**src/rtl/rr_mux_arb_if.sv**
```systemverilog
// Handshake bundle for rr_mux_arb: NCH input channels in, one registered stream out.
// slave is the arbiter side; master is the side that drives channels and sinks the output.
interface rr_mux_arb_if #(
    parameter int unsigned WIDTH = 16,
    parameter int unsigned NCH   = 16,
    parameter int unsigned SEL_W = 4
);
    logic [NCH*WIDTH-1:0] in_data;
    logic [NCH-1:0]       in_valid;
    logic [NCH-1:0]       in_ready;
    logic                 mode;
    logic [SEL_W-1:0]     sel;
    logic [WIDTH-1:0]     out_data;
    logic [SEL_W-1:0]     out_ch;
    logic                 out_valid;
    logic                 out_ready;

    modport slave (
        input  in_data,
        input  in_valid,
        input  mode,
        input  sel,
        input  out_ready,
        output in_ready,
        output out_data,
        output out_ch,
        output out_valid
    );

    modport master (
        output in_data,
        output in_valid,
        output mode,
        output sel,
        output out_ready,
        input  in_ready,
        input  out_data,
        input  out_ch,
        input  out_valid
    );
endinterface

```
**src/rtl/rr_mux_arb.sv**
```systemverilog
// N-channel mux with fixed-select or round-robin grant into a single registered output
// stage; the stage reloads in the same cycle it drains, so throughput is one word per cycle.
module rr_mux_arb #(
    parameter int unsigned WIDTH = 16,
    parameter int unsigned NCH   = 16,
    parameter int unsigned SEL_W = 4
) (
    input logic         clk,
    input logic         rst,
    rr_mux_arb_if.slave bus
);

    logic                 w_load;
    logic                 w_fix_any;
    logic                 w_rr_any;
    logic                 w_grant_any;
    logic [SEL_W-1:0]     w_rr_idx;
    logic [SEL_W-1:0]     w_grant_idx;
    logic [SEL_W-1:0]     w_ptr_next;
    logic [SEL_W:0]       w_rr_sum;
    logic [2*NCH-1:0]     w_rot;
    logic [NCH-1:0]       w_grant_oh;
    logic [NCH-1:0]       w_in_ready;
    logic [WIDTH-1:0]     w_grant_data;

    logic [SEL_W-1:0]     r_ptr;
    logic [WIDTH-1:0]     r_out_data;
    logic [SEL_W-1:0]     r_out_ch;
    logic                 r_out_valid;

    assign w_load = !r_out_valid || bus.out_ready;

    // sel values at or above NCH match no channel, so they grant nothing.
    always_comb begin
        w_fix_any = 1'b0;
        for (int unsigned i = 0; i < NCH; i++) begin
            if (bus.sel == SEL_W'(i) && bus.in_valid[i]) begin
                w_fix_any = 1'b1;
            end
        end
    end

    // Bit j of w_rot is channel (ptr + j) mod NCH, so the lowest set bit is the winner.
    assign w_rot = {bus.in_valid, bus.in_valid} >> r_ptr;

    always_comb begin
        w_rr_any = 1'b0;
        w_rr_sum = '0;
        for (int j = NCH - 1; j >= 0; j--) begin
            if (w_rot[j]) begin
                w_rr_any = 1'b1;
                w_rr_sum = {1'b0, r_ptr} + (SEL_W + 1)'(j);
            end
        end
        if (w_rr_sum >= (SEL_W + 1)'(NCH)) begin
            w_rr_sum = w_rr_sum - (SEL_W + 1)'(NCH);
        end
        w_rr_idx = w_rr_sum[SEL_W-1:0];
    end

    assign w_grant_any = bus.mode ? w_rr_any : w_fix_any;
    assign w_grant_idx = bus.mode ? w_rr_idx : bus.sel;

    always_comb begin
        w_grant_oh   = '0;
        w_grant_data = '0;
        for (int unsigned i = 0; i < NCH; i++) begin
            if (w_grant_any && w_grant_idx == SEL_W'(i)) begin
                w_grant_oh[i] = 1'b1;
                w_grant_data  = bus.in_data[i*WIDTH +: WIDTH];
            end
        end
    end

    assign w_in_ready = (rst || !w_load) ? '0 : w_grant_oh;
    assign w_ptr_next = (w_grant_idx == SEL_W'(NCH - 1)) ? '0 : w_grant_idx + SEL_W'(1);

    always_ff @(posedge clk) begin
        if (rst) begin
            r_ptr       <= '0;
            r_out_data  <= '0;
            r_out_ch    <= '0;
            r_out_valid <= 1'b0;
        end else if (w_load) begin
            if (w_grant_any) begin
                r_out_data  <= w_grant_data;
                r_out_ch    <= w_grant_idx;
                r_out_valid <= 1'b1;
                if (bus.mode) begin
                    r_ptr <= w_ptr_next;
                end
            end else begin
                r_out_valid <= 1'b0;
            end
        end
    end

    assign bus.in_ready  = w_in_ready;
    assign bus.out_data  = r_out_data;
    assign bus.out_ch    = r_out_ch;
    assign bus.out_valid = r_out_valid;

endmodule

```
**src/flat_wrapper.sv**
```systemverilog
// flat-port wrapper written by rule: the top's interface ports become plain ports
module rr_mux_arb_flat 
#(
    parameter int unsigned WIDTH = 16,
    parameter int unsigned NCH   = 16,
    parameter int unsigned SEL_W = 4
)
  (clk, rst, bus_in_data, bus_in_valid, bus_mode, bus_sel, bus_out_ready, bus_in_ready, bus_out_data, bus_out_ch, bus_out_valid);
  rr_mux_arb_if #(.WIDTH(WIDTH), .NCH(NCH), .SEL_W(SEL_W)) bus_i ();
  input logic clk;
  input logic rst;
  input wire logic [$bits(bus_i.in_data)-1:0] bus_in_data;
  input wire logic [$bits(bus_i.in_valid)-1:0] bus_in_valid;
  input wire logic [$bits(bus_i.mode)-1:0] bus_mode;
  input wire logic [$bits(bus_i.sel)-1:0] bus_sel;
  input wire logic [$bits(bus_i.out_ready)-1:0] bus_out_ready;
  output wire logic [$bits(bus_i.in_ready)-1:0] bus_in_ready;
  output wire logic [$bits(bus_i.out_data)-1:0] bus_out_data;
  output wire logic [$bits(bus_i.out_ch)-1:0] bus_out_ch;
  output wire logic [$bits(bus_i.out_valid)-1:0] bus_out_valid;
  assign bus_i.in_data = bus_in_data;
  assign bus_i.in_valid = bus_in_valid;
  assign bus_i.mode = bus_mode;
  assign bus_i.sel = bus_sel;
  assign bus_i.out_ready = bus_out_ready;
  assign bus_in_ready = bus_i.in_ready;
  assign bus_out_data = bus_i.out_data;
  assign bus_out_ch = bus_i.out_ch;
  assign bus_out_valid = bus_i.out_valid;
  rr_mux_arb #(.WIDTH(WIDTH), .NCH(NCH), .SEL_W(SEL_W)) u_core (.clk(clk), .rst(rst), .bus(bus_i));
endmodule
```
**config.mk**
```make
export PLATFORM = sky130hd
export DESIGN_NAME = rr_mux_arb_flat
export DESIGN_NICKNAME = d
export VERILOG_FILES = /design/src/rtl/rr_mux_arb_if.sv /design/src/rtl/rr_mux_arb.sv /design/src/flat_wrapper.sv
export SDC_FILE = /design/constraint.sdc
export NUM_CORES = 1
export LEC_CHECK = 0
export CORE_ASPECT_RATIO = 0.6
export CORE_MARGIN = 2
export CORE_UTILIZATION = 38
export CTS_CLUSTER_DIAMETER = 40
export DETAILED_ROUTE_END_ITERATION = 7
export PLACE_DENSITY = 0.79
export SLEW_MARGIN = 10
export SYNTH_ARGS = -nofsm -noshare
export SYNTH_HDL_FRONTEND = slang
export SYNTH_SLANG_ARGS = --single-unit
export TNS_END_PERCENT = 20
```
**constraint.sdc**
```tcl
create_clock -name clk -period 5.4 [get_ports clk]
set_input_delay 1.08 -clock clk [delete_from_list [all_inputs] [get_ports clk]]
set_output_delay 1.08 -clock clk [all_outputs]
set_load 0.01 [all_outputs]
```
==> flow_summary.toml, run 1 <==
[outcome]
outcome = "finished, violations left"
violations = "DRC, setup timing"

[logic_synthesis]
synth.yosys.warnings = 0
ys_async_sr_fraction = 0
ys_ff_latch = 25
ys_types = 81
synth_sequential_area_ratio = 0.0777
mapped_cell_area_um2 = 6440
synth_flop_cell = "sky130_fd_sc_hd__dfxtp_1"
synth-edff-count = 0
syn-mean-instance-area_um2 = 6.95
syn-instance-count = 926
number_of_nets_produced_by_synthesis = 1217

[global_route]
grt_overflow = 0
number_of_antenna_violations_at_the_first_check_in_global_routing = 0
grt_met2_usage = 0.621
grt_pass1_vias = 10100
global_route.usage.total = 0.465
gr-max-usage-layer = "met1"
grt_util_met1 = 0.656
grt_pass1_wl_um = 62600
use_met3 = 0.227
grt_max_degree = 62

[route]
via_count = 11000
via_to_cell_ratio = 6.63
postRouteWirelength_um = 44000
drcViolationCount = 2
ant_nets = 0
drtIter0Drc = 2040
number_of_detailed_route_iterations_in_the_first_pass = 8
wire_per_inst_um = 26.4

[timing]
report.final.setup_viol = 28
fin_setup_tns_ns = -4.89
worst_slew_margin_rel = 0.309
finalWorstSetupSlack_ns = -0.294
timing.final.max_slew_violations = 0
hold_violations = 0
fmaxAchievable_mhz = 176
rsz0062_at_grt = "true"
final.period_utilization = 1.05
min_period_ns = 5.69
worst-slew-pin-transition_ns = 1.03
clock_skew_ns = 0.00364

[floorplan]
die_w_um = 172
floorplan.initialDensity = 0.393
placementRows = 36
num_io_pins = 317
floorplan.core_area_um2 = 16400
die_extent_in_y_um = 105
fp.dieArea_um2 = 18000

[pwr]
fin_total_pwr_mw = 4.77
pwr_density_cell_nw_per_um2 = 385
worst_ir_drop_vdd_mv = 0.231
power_leakage_nw = 4.79

[place]
postPlaceCellArea_um2 = 11500
i_o_buffers = 316
pre_cts_slack_ns = -1.25
detailed_place_hpwl_um = 35400
routabilityCongestion = 1.08

[final_layout]
leading_cell_types_in_the_layout_fill_and_taps_excluded = "sky130_fd_sc_hd__clkdlybuf4s50_1 (284), sky130_fd_sc_hd__buf_4 (243), sky130_fd_sc_hd__nand2_1 (78)"
layout_cells_sized_above_1 = 0.327
finalInstanceArea_um2 = 12400
area_growth_syn_to_layout_pct = 92.6
multi_input_comb_area_um2 = 6050
finalNetCount = 1731
sequential_cell_area_in_the_final_layout_um2 = 502
antenna_cells = 0
final_common_cell = "sky130_fd_sc_hd__clkdlybuf4s50_1"
final.fill_count = 1223

[cts]
tritoncts_clock_tree = "done"
maximum_clock_path_buffer_count = 2
hold_buffers = 0
h-tree-depth = 1
clkLatencyLatePin_ns = 0.28
clk_root_buffer_cell = "sky130_fd_sc_hd__clkbuf_16"
cts_buffers = 3
cts.sink_count = 25
clk_pin_slew_ns = 0.07

[worst_setup_path]
category_of_the_worst_setup_path_capture_point = "primary output"
critPathArrivalTime_ns = 4.61
worstPathMaxFanout = 4
endpoint_required_time_on_the_critical_path_ns = 4.32
worst-setup-path-type = "in2out"
start_kind = "input port"

[worst_hold_path]
holdCritPathClass = "reg2reg"

[flow_run]
maxCapViolations = 0
sequential cells by signal (all words and copies together) (netlist names):
name                  cells
u_core.bus.out_ch         4
u_core.bus.out_valid      1
u_core.r_ptr              4
u_core.bus.out_data      16
stage by stage:
step	hold slack, ns	utilization	cells
after floorplan	0.487	-	926
after global placement	0.456	0.700	1631
after detailed placement	0.457	0.700	1631
after CTS	0.477	0.740	1659
after global routing	0.509	0.756	1667
final	0.480	0.756	1667
area by class of cell:
class / instances / area share
clock inverters: 1 / 0.000605
repair buffers: 596 / 0.435
inverters: 19 / 0.00666
clock buffers: 3 / 0.00605
well taps: 228 / 0.0230
flip-flops and latches: 25 / 0.0405
multi-input cells: 795 / 0.488
repair_timing:
action,CTS,global route
hold endpoints to repair,0,0
setup endpoints to repair,33,32
buffers inserted,27,8
pin swaps,28,32
resized for setup,255,61
critical path, stage by stage:
cell and delay (ns):
sky130_fd_sc_hd__buf_6 0.10, sky130_fd_sc_hd__buf_6 0.11, sky130_fd_sc_hd__mux4_2 0.56, sky130_fd_sc_hd__mux2_4 0.36, sky130_fd_sc_hd__buf_4 0.19, sky130_fd_sc_hd__mux2i_4 0.23, sky130_fd_sc_hd__a21boi_0 0.35, sky130_fd_sc_hd__o21ai_0 0.15
sky130_fd_sc_hd__o31a_1 0.16, sky130_fd_sc_hd__a31oi_4 0.18, sky130_fd_sc_hd__mux2_4 0.20, sky130_fd_sc_hd__buf_6 0.10, sky130_fd_sc_hd__ha_4 0.15, sky130_fd_sc_hd__inv_2 0.04, sky130_fd_sc_hd__or3_4 0.41, sky130_fd_sc_hd__nor2_2 0.11
sky130_fd_sc_hd__buf_2 0.14
kinds of logic (layout without fill, tap and decap cells):
family / after synthesis / after routing / synth area share
compound gates: 419 / 419 / 0.456
simple gates: 290 / 290 / 0.212
buf+inv: 106 / 619 / 0.0727
mux: 69 / 69 / 0.153
flops: 25 / 25 / 0.0777
fa+ha+maj: 11 / 11 / 0.0214
xor+xnor: 6 / 6 / 0.00816
synth_stat cells (7+ instances only):
master	instances	share of area
sky130_fd_sc_hd__o21ai_0	78	0.061
sky130_fd_sc_hd__o21a_1	17	0.020
sky130_fd_sc_hd__nor4_1	9	0.0087
sky130_fd_sc_hd__clkbuf_1	61	0.036
sky130_fd_sc_hd__nand2_1	82	0.048
sky130_fd_sc_hd__a21o_1	8	0.0093
sky130_fd_sc_hd__a21oi_1	75	0.058
sky130_fd_sc_hd__inv_1	17	0.0099
sky130_fd_sc_hd__buf_2	13	0.010
sky130_fd_sc_hd__a221o_1	16	0.025
sky130_fd_sc_hd__buf_1	7	0.0041
sky130_fd_sc_hd__dfxtp_1	25	0.078
sky130_fd_sc_hd__o2111ai_1	7	0.0095
sky130_fd_sc_hd__a31oi_1	13	0.013
sky130_fd_sc_hd__nand3_1	25	0.019
sky130_fd_sc_hd__a22oi_1	26	0.030
sky130_fd_sc_hd__ha_1	11	0.021
sky130_fd_sc_hd__nor2_1	90	0.052
sky130_fd_sc_hd__mux4_2	18	0.063
sky130_fd_sc_hd__mux2i_1	28	0.044
sky130_fd_sc_hd__mux2_2	17	0.030
sky130_fd_sc_hd__o211ai_1	10	0.012
sky130_fd_sc_hd__a32oi_1	11	0.015
sky130_fd_sc_hd__o22ai_1	40	0.039
sky130_fd_sc_hd__nand2b_1	11	0.011
sky130_fd_sc_hd__nor3_1	24	0.019
sky130_fd_sc_hd__a221oi_1	8	0.011
sky130_fd_sc_hd__a211oi_1	30	0.035
where the power goes:
group          internal [mW]  switching [mW]
Combinational           1.95            2.35
Clock                  0.101          0.0815
Sequential             0.241          0.0447
Total                   2.29            2.48
final timing paths:
path	startpoint	endpoint	slack (ns)	cells past startpoint
min	u_core.bus.out_data[11]	u_core.bus.out_data[11]	0.48	2
max reg2reg	u_core.r_ptr[1]	u_core.bus.out_data[3]	-0.02	26
max	bus_in_valid[10]	bus_in_ready[9]	-0.29	17
min reg2reg	u_core.bus.out_data[11]	u_core.bus.out_data[11]	0.48	2
layer usage:
| metal | share of wire | wire, um | up-vias |
|---|---|---|---|
| met5 | 0.0017 | 76 | - |
| met4 | 0.032 | 1410 | 2 |
| met3 | 0.19 | 8190 | 147 |
| met2 | 0.39 | 17000 | 1071 |
| met1 | 0.39 | 17300 | 5113 |
| li1 | - | - | 4712 |
(Power assumes the default switching activity.)
==> run 2: changes to the inputs <==
--- a/config.mk
+++ b/config.mk
@@ -7,10 +7,11 @@
 export LEC_CHECK = 0
 export CORE_ASPECT_RATIO = 0.6
 export CORE_MARGIN = 2
-export CORE_UTILIZATION = 38
+export CORE_UTILIZATION = 39
+export CTS_BUF_LIST = sky130_fd_sc_hd__clkbuf_4 sky130_fd_sc_hd__clkbuf_8
 export CTS_CLUSTER_DIAMETER = 40
 export DETAILED_ROUTE_END_ITERATION = 7
-export PLACE_DENSITY = 0.79
+export PLACE_DENSITY = 0.81
 export SLEW_MARGIN = 10
 export SYNTH_ARGS = -nofsm -noshare
 export SYNTH_HDL_FRONTEND = slang
==> run 2 against run 1 <==
  * Die area fell by 2.5%
  * Combinational power fell by 4.9%
  * Non-clock buffer count fell by 32
  * The run ends with setup timing left
  * Clock-buffer cell count rose by 1
  * Routed wire length fell by 0.54%
  * Hold slack improved by 0.00082 ns
  * Critical path type unchanged
  * Critical path depth did not move
==> flow_summary.toml, run 2 (synthesis gave the netlist of run 1 again) <==
[worst_setup_path]
slowest_library_cell_on_the_worst_path = "sky130_fd_sc_hd__mux4_2"
endpoint_required_time_on_the_critical_path_ns = 4.32
worstPathMaxFanout = 4
r2r_start = "u_core.r_ptr[1]"
r2r_setup_slack_ns = -0.02
worst-setup-path-type = "in2out"
critical-path-max-stage-delay_ns = 0.54
critPathArrivalTime_ns = 4.50
crit_path_cell_trace = "buf_8 -> mux2_4 -> mux4_2 -> buf_6 -> a211oi_4 -> a31oi_1 -> o2111a_1 -> a211o_1 -> o21ai_2 -> a211oi_2 -> a21o_1 -> inv_2 -> ha_4 -> inv_2 -> or3_4 -> nor2_4 -> buf_6"
category_of_the_worst_setup_path_capture_point = "primary output"
start_kind = "input port"
timing.rr.end = "u_core.bus.out_data[4]"
worstRegToRegCells = 23

[global_route]
number_of_antenna_violations_at_the_first_check_in_global_routing = 0
grt_pass1_vias = 9974
global_route.usage.total = 0.470
grt_pass1_wl_um = 62200
grt_overflow = 0
grt_max_degree = 60

[place]
pre_cts_slack_ns = -1.21
dp.cells = 1588
detailed_place_hpwl_um = 34800
routabilityCongestion = 1.13
postPlaceCellArea_um2 = 11300
i_o_buffers = 316

[outcome]
outcome = "finished, violations left"
violations = "setup timing"

[floorplan]
placementRows = 36
die_extent_in_y_um = 104
fp.dieArea_um2 = 17600
die_w_um = 170
floorplan.initialDensity = 0.398
floorplan.core_area_um2 = 16200
num_io_pins = 317

[timing]
rsz0062_at_grt = "true"
min_period_ns = 5.58
final.period_utilization = 1.03
report.final.setup_viol = 18
fmaxAchievable_mhz = 179
clock_skew_ns = 0.0174
timing.final.max_slew_violations = 0
fin_setup_tns_ns = -1.33
hold_violations = 0
worst_slew_margin_rel = 0.292
finalWorstSetupSlack_ns = -0.184
worst-slew-pin-transition_ns = 1.06

[final_layout]
final_common_cell = "sky130_fd_sc_hd__clkdlybuf4s50_1"
antenna_cells = 0
layout_cells_sized_above_1 = 0.299
sequential_cell_area_in_the_final_layout_um2 = 502
finalInstanceArea_um2 = 12000
final.fill_count = 1258
multi_input_comb_area_um2 = 5960
leading_cell_types_in_the_layout_fill_and_taps_excluded = "sky130_fd_sc_hd__clkdlybuf4s50_1 (284), sky130_fd_sc_hd__buf_4 (231), sky130_fd_sc_hd__nor2_1 (81)"
largest_register_ffs = 16
finalNetCount = 1699
final_cells = 1616
area_growth_syn_to_layout_pct = 86.0

[cts]
tritoncts_clock_tree = "done"
clkLatencyLatePin_ns = 0.30
maximum_clock_path_buffer_count = 2
clk_pin_slew_ns = 0.11
clk_root_buffer_cell = "sky130_fd_sc_hd__clkbuf_8"
cts_buffers = 3
h-tree-depth = 1
cts.sink_count = 25

[route]
via_to_cell_ratio = 6.75
drtIter0Drc = 1988
number_of_detailed_route_iterations_in_the_first_pass = 7
via_count = 10900
ant_nets = 0
postRouteWirelength_um = 43700
wire_per_inst_um = 27.1
drcViolationCount = 0

[flow_run]
maxCapViolations = 0

[pwr]
worst_ir_drop_vdd_mv = 0.171
pwr_density_cell_nw_per_um2 = 377
power_leakage_nw = 4.59

[worst_hold_path]
holdCritPathClass = "reg2reg"
worst_hold_depth = 2
min_delay_worst_endpoint = "u_core.bus.out_data[12]"
beginning_of_the_worst_hold_path = "u_core.bus.out_data[12]"
## run 2: cell types whose count changed in the layout (fill, tap and decap cells not counted), moves of 5 or more
cell                      previous run  this run
sky130_fd_sc_hd__buf_2              24        17
sky130_fd_sc_hd__buf_4             243       231
sky130_fd_sc_hd__buf_6              31        12
sky130_fd_sc_hd__nor2_1             76        81
sky130_fd_sc_hd__nor2_2             10         4
sky130_fd_sc_hd__o21ai_1             4         9
sky130_fd_sc_hd__o21ai_2            11         3
## run 2: what timing repair did
item                       4_1_cts  5_1_grt
gates resized for setup        198       86
hold endpoints to repair         0        0
setup endpoints to repair       34       31
pin swaps                       19       30
buffers inserted                12       12
hold buffers                     0        0
## run 2: metal layers
metal  vias up  track usage  routed length (um)
met5         -            0                   0
met2      1075        0.636               16500
met4         0        0.136                2030
met3       180        0.239                8450
li1       4629            -                   -
met1      5026        0.646               16700
## run 2: worst max path at each step
stage                 endpoint  slack, ns             start
2_1_floorplan  bus_in_ready[7]      -0.06   bus_in_valid[7]
3_3_place_gp   bus_in_ready[5]      -1.20   bus_in_valid[3]
3_5_place_dp   bus_in_ready[5]      -1.21   bus_in_valid[8]
4_1_cts        bus_in_ready[8]      -0.08  bus_in_valid[12]
5_1_grt        bus_in_ready[5]      -0.21  bus_in_valid[14]
6_report       bus_in_ready[5]      -0.18   bus_in_valid[6]
## run 2: final cells by class
cell class,count,share of cell area
clock buffer,4,0.00407
multi-input combinational,795,0.498
timing repair buffer,564,0.428
sequential,25,0.0419
inverter,19,0.00658
tap,209,0.0218
## run 2: metrics by stage
stage	power (mW)	utilization	hold WS [ns]
floorplan	2.04	-	0.487
global placement	3.77	0.698	0.446
detailed placement	3.79	0.698	0.470
CTS	4.12	0.723	0.493
global route	4.62	0.741	0.508
finish	4.51	0.741	0.481
## run 2: critical path, delay by kind of cell
family / cells / cell delay, ns
AO/OA/AOI/OAI: 7 / 1.28
multiplexers: 2 / 0.82
AND/OR/NAND/NOR: 2 / 0.60
buffers and inverters: 5 / 0.55
adder cells (fa/ha/maj): 1 / 0.17
## run 2: report_power, final
group	leakage [nW]	internal, mW	switching (mW)
combinational	4.36	1.82	2.27
sequential	0.206	0.241	0.0525
clock	0.0262	0.0584	0.0731
total	4.59	2.12	2.39
==> run 3: changes to the inputs <==
--- a/config.mk
+++ b/config.mk
@@ -9,8 +9,9 @@
 export CORE_MARGIN = 2
 export CORE_UTILIZATION = 39
 export CTS_BUF_LIST = sky130_fd_sc_hd__clkbuf_4 sky130_fd_sc_hd__clkbuf_8
-export CTS_CLUSTER_DIAMETER = 40
+export CTS_CLUSTER_DIAMETER = 60
 export DETAILED_ROUTE_END_ITERATION = 7
+export MAX_ROUTING_LAYER = met4
 export PLACE_DENSITY = 0.81
 export SLEW_MARGIN = 10
 export SYNTH_ARGS = -nofsm -noshare
==> run 3 against run 2 <==
  * The flow still finishes with violations (setup timing)
  * Final area is 0.25% higher
  * Critical endpoint unchanged
  * Die area is the same
  * Highest routed layer unchanged
  * Via count up 0.37%
  * Clock power is 3% lower
==> flow_summary.toml, run 3 (synthesis gave the netlist of run 1 again) <==
[floorplan]
floorplan.core_area_um2 = 16200
floorplan.initialDensity = 0.398
placementRows = 36
num_io_pins = 317
fp.dieArea_um2 = 17600
die_extent_in_y_um = 104
die_w_um = 170

[flow_run]
maxCapViolations = 0

[cts]
clk_pin_slew_ns = 0.10
cts_buffers = 3
h-tree-depth = 1
cts.sink_count = 25
maximum_clock_path_buffer_count = 2
tritoncts_clock_tree = "done"
hold_buffers = 0
clkLatencyLatePin_ns = 0.30
clk_root_buffer_cell = "sky130_fd_sc_hd__clkbuf_8"

[worst_setup_path]
start_kind = "input port"
category_of_the_worst_setup_path_capture_point = "primary output"
worstPathMaxFanout = 6
crit_start = "bus_in_valid[14]"
critPathArrivalTime_ns = 4.48
endpoint_required_time_on_the_critical_path_ns = 4.32
worst-setup-path-type = "in2out"
r2r_start = "u_core.r_ptr[1]"

[route]
number_of_detailed_route_iterations_in_the_first_pass = 6
drcViolationCount = 0
via_count = 11000
via_to_cell_ratio = 6.79
postRouteWirelength_um = 43600
ant_nets = 0
wire_per_inst_um = 27.0
drtIter0Drc = 1898

[timing]
final.period_utilization = 1.03
clock_skew_ns = 0.00245
hold_violations = 0
fin_setup_tns_ns = -0.518
worst_slew_margin_rel = 0.318
finalWorstSetupSlack_ns = -0.158
report.final.setup_viol = 6
worst_hold_margin_ns = 0.477
min_period_ns = 5.56
fmaxAchievable_mhz = 180
worst-slew-pin-transition_ns = 1.02
rsz0062_at_grt = "true"
timing.final.max_slew_violations = 0

[pwr]
worst_ir_drop_vdd_mv = 0.188
fin_total_pwr_mw = 4.57
pwr_density_cell_nw_per_um2 = 380
power_leakage_nw = 4.57

[place]
pre_cts_slack_ns = -1.26
dp.cells = 1581
i_o_buffers = 316
routabilityCongestion = 1.23
detailed_place_hpwl_um = 34400
postPlaceCellArea_um2 = 11200

[global_route]
grt_pass1_vias = 9954
grt_overflow = 0
number_of_antenna_violations_at_the_first_check_in_global_routing = 1
global_route.usage.total = 0.477
grt_pass1_wl_um = 61000
grt_max_degree = 60

[final_layout]
area_growth_syn_to_layout_pct = 86.5
final_standard_cell_utilization_of_the_core = 0.742
final_cells = 1613
finalNetCount = 1694
final_common_cell = "sky130_fd_sc_hd__clkdlybuf4s50_1"
finalInstanceArea_um2 = 12000
final.fill_count = 1239
largest_register_ffs = 16
layout_cells_sized_above_1 = 0.308
leading_cell_types_in_the_layout_fill_and_taps_excluded = "sky130_fd_sc_hd__clkdlybuf4s50_1 (284), sky130_fd_sc_hd__buf_4 (226), sky130_fd_sc_hd__nand2_1 (79)"

[outcome]
outcome = "finished, violations left"
violations = "setup timing"

[worst_hold_path]
beginning_of_the_worst_hold_path = "u_core.bus.out_data[12]"
holdCritPathClass = "reg2reg"
## run 3: cell count changes in the layout (fill, tap and decap cells not counted), moves of 3 or more
cell and change:
sky130_fd_sc_hd__nor2_2 +3, sky130_fd_sc_hd__buf_12 -5, sky130_fd_sc_hd__nor2_1 -4, sky130_fd_sc_hd__a211oi_1 -3
sky130_fd_sc_hd__buf_2 -3, sky130_fd_sc_hd__buf_4 -5, sky130_fd_sc_hd__a211oi_2 +4, sky130_fd_sc_hd__buf_6 +9
## run 3: where the power goes
| part | leakage (nW) | internal (mW) | switching [mW] |
|---|---|---|---|
| clock | 0.0255 | 0.0523 | 0.0755 |
| sequential | 0.206 | 0.241 | 0.0497 |
| combinational | 4.34 | 1.85 | 2.30 |
## run 3: final timing paths
path / slack, ns / cells past startpoint / end
worst min register to register: 0.48 / 2 / u_core.bus.out_data[12]
worst max register to register: 0.01 / 25 / u_core.bus.out_data[13]
worst max-delay path: -0.16 / 17 / bus_in_ready[5]
worst min-delay path: 0.48 / 2 / u_core.bus.out_data[12]
## run 3: timing repair
action,4_1_cts,5_1_grt
buffers inserted,10,19
pin swaps,22,54
setup endpoints to repair,34,32
resized for setup,201,108
## run 3: area by class of cell
type | count | area [um2] | area share
clock buffer | 3 | 41.3 | 0.00344
antenna | 2 | 5.00 | 0.000417
multi-input combinational | 795 | 6040 | 0.503
tap | 209 | 262 | 0.0218
timing repair buffer | 559 | 5070 | 0.422
sequential | 25 | 502 | 0.0418
inverter | 19 | 77.6 | 0.00646
clock inverter | 1 | 5.00 | 0.000417
## run 3: critical path, cell delays in order
cell and delay (ns):
sky130_fd_sc_hd__buf_8 0.11, sky130_fd_sc_hd__mux2_4 0.27, sky130_fd_sc_hd__mux4_2 0.56, sky130_fd_sc_hd__buf_6 0.16
sky130_fd_sc_hd__a211oi_2 0.17, sky130_fd_sc_hd__a31oi_1 0.08, sky130_fd_sc_hd__o2111a_1 0.25, sky130_fd_sc_hd__a211o_1 0.24
sky130_fd_sc_hd__o21ai_2 0.16, sky130_fd_sc_hd__a211oi_2 0.11, sky130_fd_sc_hd__a21o_1 0.19, sky130_fd_sc_hd__inv_2 0.12
sky130_fd_sc_hd__ha_4 0.16, sky130_fd_sc_hd__inv_2 0.04, sky130_fd_sc_hd__or3_4 0.45, sky130_fd_sc_hd__nor2_4 0.17
sky130_fd_sc_hd__buf_6 0.13
## run 3: metal layers
layer  GRT usage  wire length, um  vias to the layer above
met5           -                0                        -
met4       0.144             2010                        0
li1            -                -                     4639
met3       0.232             8220                      194
met1       0.640            16700                     5072
met2       0.620            16700                     1045
